<file path="src/rtl/div_arbiter_pkg.sv">
// Shared definitions for the divider arbiter: FSM state encoding and default widths.
package div_arbiter_pkg;

  typedef enum logic [1:0] {
    S_IDLE  = 2'd0,
    S_ISSUE = 2'd1,
    S_WAIT  = 2'd2,
    S_RESP  = 2'd3
  } state_t;

  localparam int unsigned DIV_W       = 4;
  localparam int unsigned DIV_TIMEOUT = 31;

endpackage

</file>
<file path="src/rtl/div_arbiter_rr_pick.sv">
// Combinational round-robin picker: rotate so ptr+1 is position 0, priority-encode, un-rotate.
module rr_pick #(
  parameter int unsigned NREQ = 4,
  parameter int unsigned IW   = $clog2(NREQ)
) (
  input  logic [NREQ-1:0] req,
  input  logic [IW-1:0]   ptr,
  output logic [IW-1:0]   idx,
  output logic            any
);

  logic [NREQ-1:0] rot;
  int unsigned     base;
  int unsigned     off;

  always_comb begin
    base = (32'(ptr) + 1) % NREQ;
    rot  = '0;
    for (int unsigned k = 0; k < NREQ; k++) begin
      rot[k] = req[IW'((base + k) % NREQ)];
    end
    // Descending scan leaves the lowest set rotated position in off.
    off = 0;
    for (int unsigned k = NREQ; k > 0; k--) begin
      if (rot[k-1]) off = k - 1;
    end
    any = |rot;
    idx = IW'((base + off) % NREQ);
  end

endmodule

</file>
<file path="src/rtl/div_arbiter.sv">
// Round-robin scheduler sharing one divider among NREQ requesters, with a
// zero-divisor bypass and a WAIT-state watchdog.
module div_arbiter
  import div_arbiter_pkg::*;
#(
  parameter int unsigned NREQ    = 4,
  parameter int unsigned W       = DIV_W,
  parameter int unsigned TIMEOUT = DIV_TIMEOUT
) (
  input  logic            clk,
  input  logic            rst,
  input  logic [NREQ-1:0] req,
  input  logic [NREQ*W-1:0] x_in,
  input  logic [NREQ*W-1:0] y_in,
  output logic [NREQ-1:0] grant,
  output logic [NREQ-1:0] ack,
  output logic [W-1:0]    q_out,
  output logic [W-1:0]    r_out,
  output logic            err_out,
  output logic            tmo_out,
  output logic            busy,
  output logic            div_go,
  output logic [W-1:0]    div_x,
  output logic [W-1:0]    div_y,
  input  logic [W-1:0]    div_q,
  input  logic [W-1:0]    div_r,
  input  logic            div_error,
  input  logic            div_done
);

  localparam int unsigned IW  = $clog2(NREQ);
  localparam int unsigned WDW = $clog2(TIMEOUT + 1);

  state_t          state_q, state_d;
  logic [IW-1:0]   idx_q, idx_d;
  logic [IW-1:0]   ptr_q, ptr_d;
  logic [W-1:0]    x_q, x_d;
  logic [W-1:0]    y_q, y_d;
  logic [WDW-1:0]  wd_q, wd_d;
  logic [W-1:0]    resq_q, resq_d;
  logic [W-1:0]    resr_q, resr_d;
  logic            rese_q, rese_d;
  logic            rest_q, rest_d;
  logic [NREQ-1:0] ack_q, ack_d;
  logic [W-1:0]    q_out_q, q_out_d;
  logic [W-1:0]    r_out_q, r_out_d;
  logic            err_out_q, err_out_d;
  logic            tmo_out_q, tmo_out_d;

  logic [W-1:0]    x_arr [NREQ];
  logic [W-1:0]    y_arr [NREQ];
  logic [IW-1:0]   pick_idx;
  logic            pick_any;

  for (genvar i = 0; i < NREQ; i++) begin : g_unpack
    assign x_arr[i] = x_in[i*W +: W];
    assign y_arr[i] = y_in[i*W +: W];
  end

  rr_pick #(
    .NREQ (NREQ),
    .IW   (IW)
  ) u_pick (
    .req (req),
    .ptr (ptr_q),
    .idx (pick_idx),
    .any (pick_any)
  );

  always_comb begin
    state_d   = state_q;
    idx_d     = idx_q;
    ptr_d     = ptr_q;
    x_d       = x_q;
    y_d       = y_q;
    wd_d      = wd_q;
    resq_d    = resq_q;
    resr_d    = resr_q;
    rese_d    = rese_q;
    rest_d    = rest_q;
    ack_d     = '0;
    q_out_d   = q_out_q;
    r_out_d   = r_out_q;
    err_out_d = err_out_q;
    tmo_out_d = tmo_out_q;
    case (state_q)
      S_IDLE: begin
        if (pick_any) begin
          idx_d = pick_idx;
          x_d   = x_arr[pick_idx];
          y_d   = y_arr[pick_idx];
          if (y_arr[pick_idx] == '0) begin
            resq_d  = '0;
            resr_d  = '0;
            rese_d  = 1'b1;
            rest_d  = 1'b0;
            state_d = S_RESP;
          end else begin
            state_d = S_ISSUE;
          end
        end
      end
      S_ISSUE: begin
        wd_d    = '0;
        state_d = S_WAIT;
      end
      S_WAIT: begin
        wd_d = wd_q + 1'b1;
        // done is checked first so it wins over a same-cycle timeout
        if (div_done) begin
          resq_d  = div_q;
          resr_d  = div_r;
          rese_d  = div_error;
          rest_d  = 1'b0;
          state_d = S_RESP;
        end else if (wd_q == WDW'(TIMEOUT - 1)) begin
          resq_d  = '0;
          resr_d  = '0;
          rese_d  = 1'b1;
          rest_d  = 1'b1;
          state_d = S_RESP;
        end
      end
      S_RESP: begin
        ack_d[idx_q] = 1'b1;
        q_out_d      = resq_q;
        r_out_d      = resr_q;
        err_out_d    = rese_q;
        tmo_out_d    = rest_q;
        ptr_d        = idx_q;
        state_d      = S_IDLE;
      end
      default: state_d = S_IDLE;
    endcase
  end

  always_ff @(posedge clk) begin
    if (rst) begin
      state_q   <= S_IDLE;
      idx_q     <= '0;
      ptr_q     <= IW'(NREQ - 1);
      x_q       <= '0;
      y_q       <= '0;
      wd_q      <= '0;
      resq_q    <= '0;
      resr_q    <= '0;
      rese_q    <= 1'b0;
      rest_q    <= 1'b0;
      ack_q     <= '0;
      q_out_q   <= '0;
      r_out_q   <= '0;
      err_out_q <= 1'b0;
      tmo_out_q <= 1'b0;
    end else begin
      state_q   <= state_d;
      idx_q     <= idx_d;
      ptr_q     <= ptr_d;
      x_q       <= x_d;
      y_q       <= y_d;
      wd_q      <= wd_d;
      resq_q    <= resq_d;
      resr_q    <= resr_d;
      rese_q    <= rese_d;
      rest_q    <= rest_d;
      ack_q     <= ack_d;
      q_out_q   <= q_out_d;
      r_out_q   <= r_out_d;
      err_out_q <= err_out_d;
      tmo_out_q <= tmo_out_d;
    end
  end

  always_comb begin
    grant = '0;
    if (state_q != S_IDLE) grant[idx_q] = 1'b1;
  end

  assign ack     = ack_q;
  assign q_out   = q_out_q;
  assign r_out   = r_out_q;
  assign err_out = err_out_q;
  assign tmo_out = tmo_out_q;
  assign busy    = (state_q != S_IDLE);
  assign div_go  = (state_q == S_ISSUE);
  assign div_x   = x_q;
  assign div_y   = y_q;

endmodule

</file>
<file path="config.mk">
export PLATFORM = sky130hd
export DESIGN_NAME = div_arbiter
export DESIGN_NICKNAME = d
export VERILOG_FILES = /design/src/rtl/div_arbiter_pkg.sv /design/src/rtl/div_arbiter_rr_pick.sv /design/src/rtl/div_arbiter.sv
export SDC_FILE = /design/constraint.sdc
export NUM_CORES = 1
export LEC_CHECK = 0
export ABC_AREA = 1
export CAP_MARGIN = 20
export CORE_ASPECT_RATIO = 1.1
export CORE_MARGIN = 4
export CORE_UTILIZATION = 42
export CTS_CLUSTER_DIAMETER = 30
export DETAILED_ROUTE_END_ITERATION = 8
export PLACE_DENSITY = 0.87
export SYNTH_ARGS = -nofsm -noshare
export SYNTH_HDL_FRONTEND = slang
export SYNTH_SLANG_ARGS = --single-unit
</file>
<file path="constraint.sdc">
create_clock -name clk -period 3.4 [get_ports clk]
set_input_delay 1.02 -clock clk [delete_from_list [all_inputs] [get_ports clk]]
set_output_delay 1.02 -clock clk [all_outputs]
set_load 0.005 [all_outputs]
</file>
==> results of run 1 <==
==> stage by stage <==
step	TNS (ns)	instance area [sq um]	hold slack (ns)	utilization [%]
after floorplan	0	2390	0.428	-
after CTS	0	3360	0.457	61.5
after global placement	-2.63	3270	0.440	59.8
after detailed placement	-3.54	3270	0.445	59.8
after global routing	0	3480	0.498	63.8
final	0	3480	0.453	63.8
==> synthesized netlist by cell type <==
library cell | n | area [sq um]
a211oi_1 | 1 | 7.51
a21oi_1 | 23 | 115
a21oi_2 | 1 | 8.76
a31oi_1 | 2 | 12.5
buf_2 | 2 | 10.0
buf_6 | 3 | 33.8
clkbuf_1 | 7 | 26.3
clkinv_1 | 1 | 3.75
dfxtp_1 | 43 | 861
ha_1 | 8 | 100
inv_1 | 46 | 173
inv_6 | 1 | 8.76
mux2_2 | 12 | 135
mux2i_1 | 4 | 40.0
nand2_1 | 62 | 233
nand2_2 | 10 | 62.6
nand2_4 | 5 | 56.3
nand3_1 | 11 | 55.1
nand3_2 | 1 | 10.0
nor2_1 | 43 | 161
nor2_2 | 2 | 12.5
nor2_4 | 2 | 22.5
nor3_1 | 14 | 70.1
nor3b_1 | 1 | 7.51
o211ai_1 | 4 | 30.0
o21ai_0 | 23 | 115
o22ai_1 | 1 | 6.26
xor2_2 | 1 | 16.3
==> final cells by class <==
cell class / instances / area share (%)
multi-input combinational: 233 / 38.5
timing repair buffer: 91 / 26.2
sequential: 43 / 24.7
inverter: 48 / 5.31
tap: 75 / 2.69
clock buffer: 5 / 1.97
clock inverter: 3 / 0.575
==> sequential cells by signal, summed over array words and instances, names as in the netlist <==
name and flops:
q_out 4, tmo_out 1, err_out 1, div_x 4, ack 4, resq_q 4
resr_q 4, wd_q 5, rest_q 1, rese_q 1, idx_q 2, state_q 2
div_y 4, ptr_q 2, r_out 4
==> kinds of logic (layout without fill, tap and decap cells) <==
kind of cell,after synthesis,in the layout,share of synthesized area [%]
adders and majority gates,8,8,4.18
DFF,43,43,36.0
buffers and inverters,60,147,10.7
and+or+nand+nor,151,153,28.9
AOI/OAI and AO/OA,55,55,12.3
muxes,16,16,7.32
xor gates and xnor gates,1,1,0.680
==> power by group through the flow <==
stage	clock network [W]	logic, W	registers [W]
floorplan	0	0.000933	0.000692
global placement	0	0.00136	0.000698
detailed placement	0	0.00142	0.000702
CTS	0.000333	0.00143	0.000691
global route	0.000359	0.00184	0.000709
finish	0.000324	0.00166	0.000691
==> worst max-delay path: stages <==
cell	delay [ns]
dlymetal6s2s_1	0.13
inv_1	0.07
nand2_1	0.07
nand3_1	0.11
nand2_1	0.07
a31oi_1	0.14
nor2_1	0.07
ha_2	0.40
buf_12	0.13
mux2_2	0.33
nand3_1	0.11
nand2_2	0.09
nor2_4	0.10
nand2_2	0.07
nand2_4	0.14
nand2_4	0.12
nor2_1	0.15
nor2_1	0.06
==> worst min path at each step <==
stage / from / endpoint / cells after the start
after global routing: rese_q$_SDFFE_PP0P_ / err_out$_SDFFE_PP0N_ / 2
after detailed placement: rese_q$_SDFFE_PP0P_ / err_out$_SDFFE_PP0N_ / 2
after CTS: rese_q$_SDFFE_PP0P_ / err_out$_SDFFE_PP0N_ / 2
after floorplan: rese_q$_SDFFE_PP0P_ / err_out$_SDFFE_PP0N_ / 2
after global placement: rese_q$_SDFFE_PP0P_ / err_out$_SDFFE_PP0N_ / 2
final: rese_q$_SDFFE_PP0P_ / err_out$_SDFFE_PP0N_ / 2
==> repair_timing <==
action | CTS | global route
setup endpoints to repair | 4 | 10
endpoints found under the hold margin | 0 | 0
resized for setup | 1 | 16
gates cloned | 0 | 3
hold buffers | 0 | 0
pin swaps | 0 | 9
buffers inserted | 0 | 3
==> metal layers <==
layer	up-vias	track usage [%]	part of all wire [%]
li1	1237	-	-
met4	0	6.14	2.3
met5	-	0	0
met1	1071	20.1	39
met3	14	6.21	6.5
met2	72	33.8	52
==> cell usage in the layout, fill, tap and decap left out, drive strengths merged, types with 14 or more instances in the layout <==
cell and instances:
inv 47, clkdlybuf4s50 71, o21ai 23, nor3 14
dfxtp 43, nand2 79, a21oi 24, nor2 47
buf 15
==> qor.yml, run 1 <==
run_status:
  status: "completed"
flow_run:
  cap_violations: 0
detailed_routing:
  drt_iter0_markers: 103
  wl_per_cell_um: 13.1
  postRouteAntennaNets: 0
  firstDrtPassIters: 4
  drc: 0
  vias: 2394
  wirelength_um: 6520
  vias_per_cell: 4.81
timing:
  fin_crit_sh_pct: 94.2
  setup_viol: 0
  finalMaxSlewViolations: 0
  max_freq_ghz: 0.312
  worst_pin_slew_ns: 0.784
  rsz0062_at_grt: "false"
  max-slew-margin-rel_pct: 47.7
  skew_ns: 0.00867
  fin_crit_ns: 3.20
  hold_viol_final: 0
  worst_slack_ns: 0.198
logic_synthesis:
  synth_seq_cells: 43
  ys_types: 28
  yosysSeqAreaShare_pct: 36.0
  synthesis.area_sq_mm: 0.00239
  yosysWarnings: 0
  postSynthCellCount: 334
  syn_nets: 390
  syn_avg_cell_area_sq_um: 7.17
power_and_ir_drop:
  p_leak_nw: 1.60
  p_clk_share_pct: 12.1
  power_frac_comb_pct: 62.1
  p_seq_share_pct: 25.8
  p_int_w: 0.00154
  swShare_pct: 42.4
  switchingPower_w: 0.00113
  vdd_drop_max_uv: 391
  power_w: 0.00268
  power_density_mw_per_mm2: 768
critical_path:
  end_kind: "flop"
  r2r-end: "resq_q[1]$_SDFFE_PP0P_"
  ff2ff_path_depth: 18
  worstPathArrival_ns: 3.40
  crit_required_ns: 3.60
  endpoint: "resq_q[1]$_SDFFE_PP0P_"
  startpoint: "req[3]"
  r2r_setup_slack_ns: 0.40
  startpoint_type: "input port"
  r2r_start: "ptr_q[0]$_SDFFE_PP1N_"
  path_max_fanout: 9
  crit_type: "in -> reg"
global_routing:
  antenna_found_initial: 0
  grt_use_total_pct: 18.6
  grt_max_degree: 26
  grt_pass1_vias: 2405
  grt_pass1_wl_um: 10400
  grt-ovfl-total: 0
final_layout:
  n_antenna_cell: 0
  drive_gt1_share_pct: 16.8
  syn_to_final_growth_pct: 45.6
  seq_area_sq_um: 861
  final_nets: 478
  multi_input_area_sq_mm: 0.00134
  fill_cells: 475
  stdcell_count: 498
die:
  initial_core_util_pct: 43.8
  core_area_sq_mm: 0.00547
  rows: 28
  die_w_um: 80.0
  die_h_um: 87.2
  dieArea_sq_mm: 0.00697
  ioPinCount: 76
clock_network:
  numCtsBuffers: 5
  path_clk_slew_ns: 0.09
  cts_tree: "built"
  htreeDepth: 2
  clk_latency_ns: 0.30
  root_buffer: "clkbuf_8"
  clk_path_buf_depth: 2
  clock-sinks: 43
placement:
  hpwlAfterDp_um: 4690
  dp_slack_ns: -0.320
  gp_congestion: 0.865
  place_inst: 484
  port_buffers: 75
min_path:
  worstHoldPathType: "reg -> reg"
No activity file was read; power rests on OpenSTA's default activity.
==> run 2: changes to the inputs <==
- CORE_ASPECT_RATIO: 1.1 -> 1.5
==> run 2 against run 1 <==
Against the previous run:
- combinational power down 5%
- wire length down 3.2%
- worst setup slack better by 0.049 ns
- maximum frequency up 1.6%
- power down 2.1%
- via count up 1.5%
- flip-flop and latch count unchanged
- register-to-register slack better by 0.07 ns
- critical path type unchanged
==> qor.yml, run 2 (synthesis results as in run 1) <==
final_layout:
  fill_cells: 471
  post-route-util_pct: 63.0
  largest_reg_flops: 5
  final_common_cell: "clkdlybuf4s50_1"
  final_cell_mix: "71 x clkdlybuf4s50_1, 59 x nand2_1, 45 x inv_1"
  seq_area_sq_um: 861
  n_antenna_cell: 0
  drive_gt1_share_pct: 15.6
  top_register: "wd_q"
  multi_input_area_sq_mm: 0.00134
  final_nets: 477
  syn_to_final_growth_pct: 44.4
power_and_ir_drop:
  vdd_drop_max_uv: 446
  power_density_mw_per_mm2: 758
  p_leak_nw: 1.59
detailed_routing:
  postRouteAntennaNets: 0
  firstDrtPassIters: 4
  vias: 2429
  vias_per_cell: 4.94
  drt_iter0_markers: 65
  wirelength_um: 6320
  wl_per_cell_um: 12.8
  drc: 0
min_path:
  worstHoldPathType: "reg -> reg"
critical_path:
  r2r_setup_slack_ns: 0.47
  crit_type: "in -> reg"
  cp_common_cell: "nand2_1"
  cp_cell_sequence: "dlymetal6s2s_1 > inv_1 > nand2_1 > nand2_1 > nand2_1 > nand2_2 > a31oi_1 > nor2_1 > ha_1 > buf_6 > buf_6 > mux2_2 > nand2_1 > nand2_2 > nor2_2 > nand2_2 > nand2_8 > nand2_8 > nand2_2 > nand2_1 > nor2_1"
  path_max_fanout: 6
  crit_required_ns: 3.62
  crit_buf_inv: 4
  end_kind: "flop"
  max_stage_delay_ns: 0.33
  crit_slowest_cell: "mux2_2"
  crit_family: "simple AND/OR/NAND/NOR gates"
  worstPathArrival_ns: 3.38
  startpoint_type: "input port"
timing:
  max-slew-margin-rel_pct: 46.3
  worst_pin_slew_ns: 0.806
  fin_crit_sh_pct: 92.7
  tns_ns: 0
  finalMaxSlewViolations: 0
  max_freq_ghz: 0.317
  skew_ns: 0.00855
  hold_viol_final: 0
  fin_crit_ns: 3.15
  hold_ws_ns: 0.464
  setup_viol: 0
  rsz0062_at_grt: "false"
clock_network:
  clock-sinks: 43
  htreeDepth: 2
  clk_path_buf_depth: 2
  cts_tree: "built"
  root_buffer: "clkbuf_8"
  path_clk_slew_ns: 0.08
  clk_latency_ns: 0.29
  numCtsBuffers: 5
die:
  dieArea_sq_mm: 0.00700
  initial_core_util_pct: 43.6
  ioPinCount: 76
  die_w_um: 69.6
  rows: 33
  die_h_um: 100
  core_area_sq_mm: 0.00549
global_routing:
  grt_use_total_pct: 17.4
  antenna_found_initial: 0
  grt_pass1_vias: 2434
  grt_pass1_wl_um: 10300
  grt_max_degree: 26
  grt-ovfl-total: 0
run_status:
  status: "completed"
flow_run:
  cap_violations: 0
placement:
  gp_congestion: 0.818
  hpwlAfterDp_um: 4670
  port_buffers: 75
run 2: cell types whose count changed in the layout (fill, tap and decap cells not counted), moves of 2 or more:
cell,delta
clkbuf_8,+2
nand2_4,-2
nand2_8,+2
nand3_1,+2
nand3_2,-2
run 2: tightest hold or removal path: stages (launching register included):
cell     delay [ns]
dfxtp_1        0.31
inv_1          0.06
a21oi_1        0.06
run 2: through the flow:
step / worst slack (ns) / area [sq um] / instances / total power (W)
after detailed placement: -0.354 / 3240 / 478 / 0.00207
final: 0.247 / 3460 / 492 / 0.00262
after CTS: 0.0000457 / 3360 / 486 / 0.00247
after global placement: -0.235 / 3240 / 478 / 0.00203
after floorplan: 0.0955 / 2390 / 334 / 0.00163
after global routing: 0.0123 / 3460 / 492 / 0.00284
run 2: path summary, 6_finish.rpt:
kind                    startpoint                      to  depth (start not counted)
max                         req[0]  resq_q[0]$_SDFFE_PP0P_                         21
min            rest_q$_SDFFE_PP0P_    tmo_out$_SDFFE_PP0N_                          2
max reg2reg  ptr_q[0]$_SDFFE_PP1N_  resq_q[0]$_SDFFE_PP0P_                         20
min reg2reg    rest_q$_SDFFE_PP0P_    tmo_out$_SDFFE_PP0N_                          2
run 2: power by group:
group	total, W	switching (W)	internal, W
sequential	0.000698	0.0000753	0.000623
clock	0.000354	0.000169	0.000185
combinational	0.00157	0.000843	0.000726
total	0.00262	0.00109	0.00153
run 2: layout make-up:
type / instances / share of cell area (%)
Tap cell: 70 / 2.53
Multi-Input combinational cell: 233 / 38.7
Inverter: 48 / 5.36
Clock buffer: 7 / 2.79
Timing Repair Buffer: 90 / 25.5
Sequential cell: 43 / 24.9
Clock inverter: 1 / 0.217
run 2: timing repair:
item	in CTS	in global routing
gates cloned	0	2
pin swaps	0	9
gates resized for setup	3	13
endpoints found under the setup margin	9	14
endpoints found under the hold margin	0	0
buffers inserted	0	4
hold buffers	0	0
run 2: per-layer routing:
layer  part of all wire [%]  global-route usage (%)  vias up
met3                    3.7                    2.99       14
met1                     41                    19.3     1115
met2                     53                    32.9       59
li1                       -                       -     1241
met5                      0                       0        -
met4                    2.5                    6.78        0
